--- src/rtl/hvsync_gen_param.sv ---
// Parameterised raster timing generator: pixel strobe, x/y counters, syncs, display enable, line/frame strobes.
// Latency: every output is registered and aligned with the x/y value presented in the same cycle.
// Backpressure: none; en low or rst low holds the timing in the zero state with syncs inactive.
`timescale 1ns/1ps
module hvsync_gen_param #(
    parameter int H_ACTIVE = 640,
    parameter int H_FP     = 16,
    parameter int H_SYNC   = 96,
    parameter int H_BP     = 48,
    parameter int V_ACTIVE = 480,
    parameter int V_FP     = 10,
    parameter int V_SYNC   = 2,
    parameter int V_BP     = 33,
    parameter int CLK_DIV  = 4,
    parameter bit HS_POL   = 1'b0,
    parameter bit VS_POL   = 1'b0,
    parameter int CNT_W    = 11
) (
    input  logic             clk_100,
    input  logic             rst,
    input  logic             en,
    output logic             pix_en,
    output logic             hsync,
    output logic             vsync,
    output logic             de,
    output logic [CNT_W-1:0] x,
    output logic [CNT_W-1:0] y,
    output logic             line_start,
    output logic             frame_start
);

    localparam int H_TOTAL = H_ACTIVE + H_FP + H_SYNC + H_BP;
    localparam int V_TOTAL = V_ACTIVE + V_FP + V_SYNC + V_BP;
    localparam int DIV_W   = (CLK_DIV > 1) ? $clog2(CLK_DIV) : 1;
    localparam longint CNT_MAX = (longint'(1) << CNT_W) - 1;

    if ((CLK_DIV < 1) || (longint'(H_TOTAL - 1) > CNT_MAX) || (longint'(V_TOTAL - 1) > CNT_MAX))
    begin : g_param_check
        $error("hvsync_gen_param: illegal timing parameters");
    end

    localparam logic [DIV_W-1:0] DIV_LAST = DIV_W'(CLK_DIV - 1);
    localparam logic [CNT_W-1:0] X_LAST   = CNT_W'(H_TOTAL - 1);
    localparam logic [CNT_W-1:0] Y_LAST   = CNT_W'(V_TOTAL - 1);
    localparam logic [CNT_W-1:0] H_ACT    = CNT_W'(H_ACTIVE);
    localparam logic [CNT_W-1:0] V_ACT    = CNT_W'(V_ACTIVE);
    localparam logic [CNT_W-1:0] HS_FIRST = CNT_W'(H_ACTIVE + H_FP);
    localparam logic [CNT_W-1:0] HS_LAST  = CNT_W'(H_ACTIVE + H_FP + H_SYNC - 1);
    localparam logic [CNT_W-1:0] VS_FIRST = CNT_W'(V_ACTIVE + V_FP);
    localparam logic [CNT_W-1:0] VS_LAST  = CNT_W'(V_ACTIVE + V_FP + V_SYNC - 1);

    logic [DIV_W-1:0] div_q;
    logic [DIV_W-1:0] div_nxt;
    logic [CNT_W-1:0] x_nxt;
    logic [CNT_W-1:0] y_nxt;
    logic             tick;
    logic             x_wrap;
    logic             y_wrap;
    logic             hold;
    logic             hs_act_nxt;
    logic             vs_act_nxt;
    logic             de_nxt;

    // Decodes use the next x/y so the registered outputs line up with the counters.
    always_comb begin
        hold    = !rst || !en;
        tick    = (div_q == DIV_LAST);
        x_wrap  = tick && (x == X_LAST);
        y_wrap  = x_wrap && (y == Y_LAST);
        div_nxt = tick ? '0 : div_q + 1'b1;
        x_nxt   = x;
        y_nxt   = y;
        if (tick) begin
            x_nxt = x_wrap ? '0 : x + 1'b1;
        end
        if (x_wrap) begin
            y_nxt = y_wrap ? '0 : y + 1'b1;
        end
        hs_act_nxt = (x_nxt >= HS_FIRST) && (x_nxt <= HS_LAST);
        vs_act_nxt = (y_nxt >= VS_FIRST) && (y_nxt <= VS_LAST);
        de_nxt     = (x_nxt < H_ACT) && (y_nxt < V_ACT);
    end

    always_ff @(posedge clk_100) begin
        if (hold) begin
            div_q       <= '0;
            x           <= '0;
            y           <= '0;
            pix_en      <= 1'b0;
            line_start  <= 1'b0;
            frame_start <= 1'b0;
            de          <= 1'b0;
            hsync       <= !HS_POL;
            vsync       <= !VS_POL;
        end else begin
            div_q       <= div_nxt;
            x           <= x_nxt;
            y           <= y_nxt;
            pix_en      <= tick;
            line_start  <= x_wrap;
            frame_start <= y_wrap;
            de          <= de_nxt;
            hsync       <= hs_act_nxt ? HS_POL : !HS_POL;
            vsync       <= vs_act_nxt ? VS_POL : !VS_POL;
        end
    end

endmodule

--- config.mk ---
export PLATFORM = sky130hd
export DESIGN_NAME = hvsync_gen_param
export DESIGN_NICKNAME = d
export VERILOG_FILES = /design/src/rtl/hvsync_gen_param.sv
export SDC_FILE = /design/constraint.sdc
export NUM_CORES = 1
export LEC_CHECK = 0
export BUFFER_PORTS_ARGS = -buffer_cell sky130_fd_sc_hd__clkbuf_2
export CAP_MARGIN = 20
export CORE_MARGIN = 1
export CORE_UTILIZATION = 49
export DETAILED_ROUTE_END_ITERATION = 7
export PLACE_DENSITY = 0.85
export SLEW_MARGIN = 20
export SYNTH_ARGS = -nofsm -noshare
export SYNTH_HDL_FRONTEND = slang
export SYNTH_SLANG_ARGS = --single-unit
export TNS_END_PERCENT = 10
--- constraint.sdc ---
create_clock -name clk_100 -period 2.05 [get_ports clk_100]
set_input_delay 0.205 -clock clk_100 [delete_from_list [all_inputs] [get_ports clk_100]]
set_output_delay 0.205 -clock clk_100 [all_outputs]
set_load 0.02 [all_outputs]
# --- Word-level counts from Yosys, hierarchy flattened ---
# Cells that the tools add are included.
totals:
  in_bits: 3
  output_inout_bits: 28
  romBits: 0
  ram_bits: 0
  register_bits: 30
  elab_cells: 36
  latchBits: 0
  mem_count: 0
classes:
  reduce_logical: 9
  bitwise_logic: 0
  n_mux: 6
  n_addsub: 3
  n_eq_ne: 3
  shifts: 0
  n_lt_le_gt_ge: 6
  n_div: 0
  mul: 0
ops:
  columns: ["operator", "n"]
  rows:
  - ["$mux 11", 4]
  - ["$add 11x1->11 const B", 2]
  - ["$eq 11x10->1 const B", 2]
  - ["$ge 11x10->1 const B", 1]
  - ["$ge 11x9->1 const B", 1]
  - ["$le 11x10->1 const B", 1]
  - ["$le 11x9->1 const B", 1]
  - ["$lt 11x10->1 const B", 1]
  - ["$lt 11x9->1 const B", 1]
  - ["$logic_and 1x1->1", 5]
  - ["$add 2x1->2 const B", 1]
  - ["$eq 2x2->1 const B", 1]
  - ["$logic_not 1->1", 2]
  - ["$mux 1", 2]
  - ["$reduce_or 2->1", 1]
  - ["$logic_or 1x1->1", 1]

# --- Depth between registers and ports, before layout ---
logic_depth:
  word_depth: 8
  mapped_depth: 8
  depth_no_buf: 7

# --- Least setup slack after synthesis ---
# OpenSTA, ideal clock, no wires.
synth_path:
  kind: "reg2reg"
  start: "register x[8]"
  end: "register de"
  arrival_time_ps: 2174
  path_buffers: 2
  synth_period_minus_slack_ps: 2278
  path_slack_ps: -228
  path_stages_with_launch: 8
  required_ps: 1947
  setup_ps: 103
  cell_sequence: "dfxtp_1 -> buf_2 -> nor4b_4 -> nand4_2 -> buf_6 -> o21a_1 -> or4_4 -> a2111oi_2"
synth_between:
  elab_chain_cells: 7
  elab_cells_between_ends: 11
  cone_classes: "add/sub: 1; order compare: 2; eq/ne: 1; mux: 4; reduce/logical: 3"
synth_rtl:
  columns: ["item", "line", "text"]
  rows:
  - ["from (decl)", "26", "output logic [CNT_W-1:0] x,"]
  - ["from (signal assigned)", "97", "x <= x_nxt;"]
  - ["branches (longest 6 deep; another with $add 11x1->11)", null, null]
  - ["$logic_and 1x1->1 *", "81", "de_nxt = (x_nxt < H_ACT) && (y_nxt < V_ACT);"]
  - ["to (signal assigned)", "102", "de <= de_nxt;"]
  - ["to (decl)", "25", "output logic de,"]
# Every way passes the cells marked *.
# A chain may end at the register's enable or synchronous reset.

# --- Final worst setup path ---
layout_path:
  start: "register x[6]"
  end: "register de"
# Same word-level chain as after synthesis.

==> summary.txt <==
Setup path
  • Type of origin of the critical path: flop
  • Worst EP required: 2.30 ns
  • Crit Path Max Fanout: 7
  • Critical path class: flop to flop
  • Critical Path AT: 2.29 ns
  • CP endpoint kind: flop

Yosys
  • Yosys warns: 0
  • Synth Register Bits: 30
  • Post-synth top flop: dfxtp_1
  • Syn_nets: 213
  • Yosys cell types: 42
  • Sequential area share after synthesis: 0.359
  • Synthesized cell area: 1670 sq um
  • Cells after synthesis: 206
  • Asr flop ratio synth: 0
  • Syn_area_per_cell: 8.11 sq um
  • Post-synth EDFFs: 0

Die
  • Site Rows: 20
  • Die Ht: 60.4 um
  • Core area: 3150 sq um
  • Initial Utilization: 0.530
  • Die ar.: 3650 sq um
  • Io pins: 31
  • Die W: 60.4 um

Timing
  • Crit path time final: 2.04 ns
  • Hold Slack: 0.136 ns
  • Unrepaired setup endpoints after global routing: true
  • Count of final setup violators: 0
  • Slew HR: 0.711
  • Tcrit/Tclk final: 0.994
  • FMAX: 491 MHz
  • Setup TNS: 0 ns
  • Clk_skew: 0.0128 ns
  • Final setup margin: 0.0120 ns
  • Final hold vios: 0
  • Actual slew at the worst max-slew pin: 0.432 ns
  • Max Slew Vio Count: 0

Drt
  • First-pass DRT Iterations: 4
  • Detail Route Antenna Nets: 0
  • Drt total wl: 4440 um
  • DR vias: 1752
  • Post-DR vias/cell: 5.63
  • Drc violations: 0
  • Drt wl/cell: 14.3 um
  • First-iteration detailed-routing DRC count: 102

Placed design
  • Final Wtd Congestion: 0.869
  • DP Worst Slack: -0.0550 ns
  • DPL Wire Length: 3250 um
  • Port-buffer cells: 30

Pwr
  • Int Pwr: 726 uW
  • Combinational Power Share: 0.024
  • Switching Fraction: 0.228
  • Flop pwr share: 0.621
  • Worst IR Drop VDD: 320 uV
  • Lkg Pwr: 0.000871 uW
  • Switching pwr: 214 uW
  • Clock network power share: 0.355
  • PD cells: 426 nW/um^2

Final layout
  • # nets final: 273
  • Diode count: 0
  • Layout cell share with drive strength beyond 1: 0.345
  • Layout area overhead: 32.1%

GRT
  • Largest net degree at the start of global routing: 14
  • Vias in the first global route: 1617
  • First-pass GRT wire length: 7090 um
  • GRT Total Usage: 0.265
  • Gr ovfl total: 0
  • Initial antenna violation count: 0

Min path
  • Hold WC Path Type: input pin to flop

Clocking
  • Clock tree buffer depth: 2
  • Worst-Skew Late Latency: 0.33 ns
  • Post-CTS Hold Buffers: 0
  • CTS Root Cell: clkbuf_4
  • Cts bufs inserted: 5
  • CTS tree: yes
  • CTS H-tree depth: 2
  • CTS clk-pin slew, worst paths: 0.10 ns
  • CTS Sinks: 30

Run status
  • Status: completed

Job
  • Max Cap Viol: 0
==> cell usage after synthesis, drive strengths merged (3+ instances only) <==
cell	number	area, sq um
clkbuf	9	33.8
nand4b	3	26.3
nand2b	5	31.3
nor3	7	35.0
nand3	11	55.1
nand2	17	63.8
buf	4	26.3
a31oi	3	18.8
xnor2	5	43.8
nor4	5	31.3
o21a	4	30.0
xor2	6	52.6
ha	4	50.1
and4	4	35.0
nand4	7	50.1
or4	3	26.3
and2	3	18.8
inv	4	15.0
nor2	28	105
and3	3	18.8
dfxtp	30	601
o21ai	7	35.0
a21oi	10	50.1
==> cell type report <==
cell class / instances / area [sq um]
clock buffer: 8 / 48.8
inverter: 4 / 15.0
fill: 252 / 945
sequential: 30 / 621
tap: 44 / 55.1
multi-input combinational: 159 / 1050
timing repair buffer: 66 / 420
==> layout by cell type (no fill, tap or decap), types with 3 or more instances in the layout <==
cell type / count
clkbuf_4: 5
and2_1: 3
nand4_1: 6
nor2_1: 28
nand2_1: 17
clkbuf_1: 3
o21ai_0: 7
ha_1: 4
inv_1: 4
dfxtp_1: 18
xor2_1: 6
clkbuf_2: 30
nand3_1: 11
buf_4: 36
xnor2_1: 5
dfxtp_2: 10
a21oi_1: 10
o21a_1: 4
nand4b_1: 3
nor4_1: 4
nor3_1: 7
nand2b_1: 5
and3_1: 3
==> registers in the layout (all words and copies together), names as in the netlist <==
register,cells
div_q,2
de,1
hsync,1
vsync,1
x,11
y,11
pix_en,1
line_start,1
frame_start,1
==> power groups by stage <==
stage                     registers (uW)  clock network [uW]  logic, uW
after floorplan                      599                   0       11.3
after detailed placement             597                   0       21.5
final                                584                 334       22.6
after global routing                 585                 368       24.9
after global placement               597                   0       21.0
after CTS                            584                 336       21.6
==> metal layers <==
layer / GRT usage / share of wire
met5: 0 / 0
met4: 0.153 / 0.022
met3: 0.0554 / 0.068
met2: 0.418 / 0.47
met1: 0.334 / 0.44
==> worst max-delay path, cell delays in order, from the launching register on <==
cell,delay [ns]
dfxtp_4,0.36
nor4b_4,0.35
nand4_4,0.17
o21a_1,0.24
or4_4,0.55
a2111oi_4,0.28
==> path summary, 6_finish.rpt <==
kind	startpoint	endpoint	slack [ns]	depth (start not counted)
min	en	pix_en$_SDFF_PP0_	0.14	2
max reg2reg	x[6]$_SDFF_PP0_	de$_SDFF_PP0_	0.01	5
min reg2reg	div_q[0]$_SDFF_PP0_	div_q[0]$_SDFF_PP0_	0.42	1
max	x[6]$_SDFF_PP0_	de$_SDFF_PP0_	0.01	5
==> timing repair <==
item | in CTS | in global routing
buffers inserted | 1 | 1
gates resized for setup | 3 | 5
endpoints found under the setup margin | 2 | 2
pin swaps | 1 | 2
==> per-stage QoR <==
stage / total power (uW) / utilization / cells / area, sq um
3_5_place_dp: 619 / 0.666 / 301 / 2100
2_1_floorplan: 610 / - / 206 / 1710
3_3_place_gp: 618 / 0.666 / 301 / 2100
5_1_grt: 978 / 0.700 / 311 / 2210
6_report: 941 / 0.700 / 311 / 2210
4_1_cts: 942 / 0.687 / 310 / 2170
==> logic make-up (layout without fill, tap and decap cells) <==
family	count (synthesis)	in the layout	synth area share
simple gates	107	107	0.356
xor+xnor	11	11	0.0576
flops	30	30	0.359
compound gates	35	35	0.140
fa+ha+maj	4	4	0.0299
buf+inv	17	78	0.0449
mux	2	2	0.0120
Note: power is estimated with default switching activity, not from simulation.
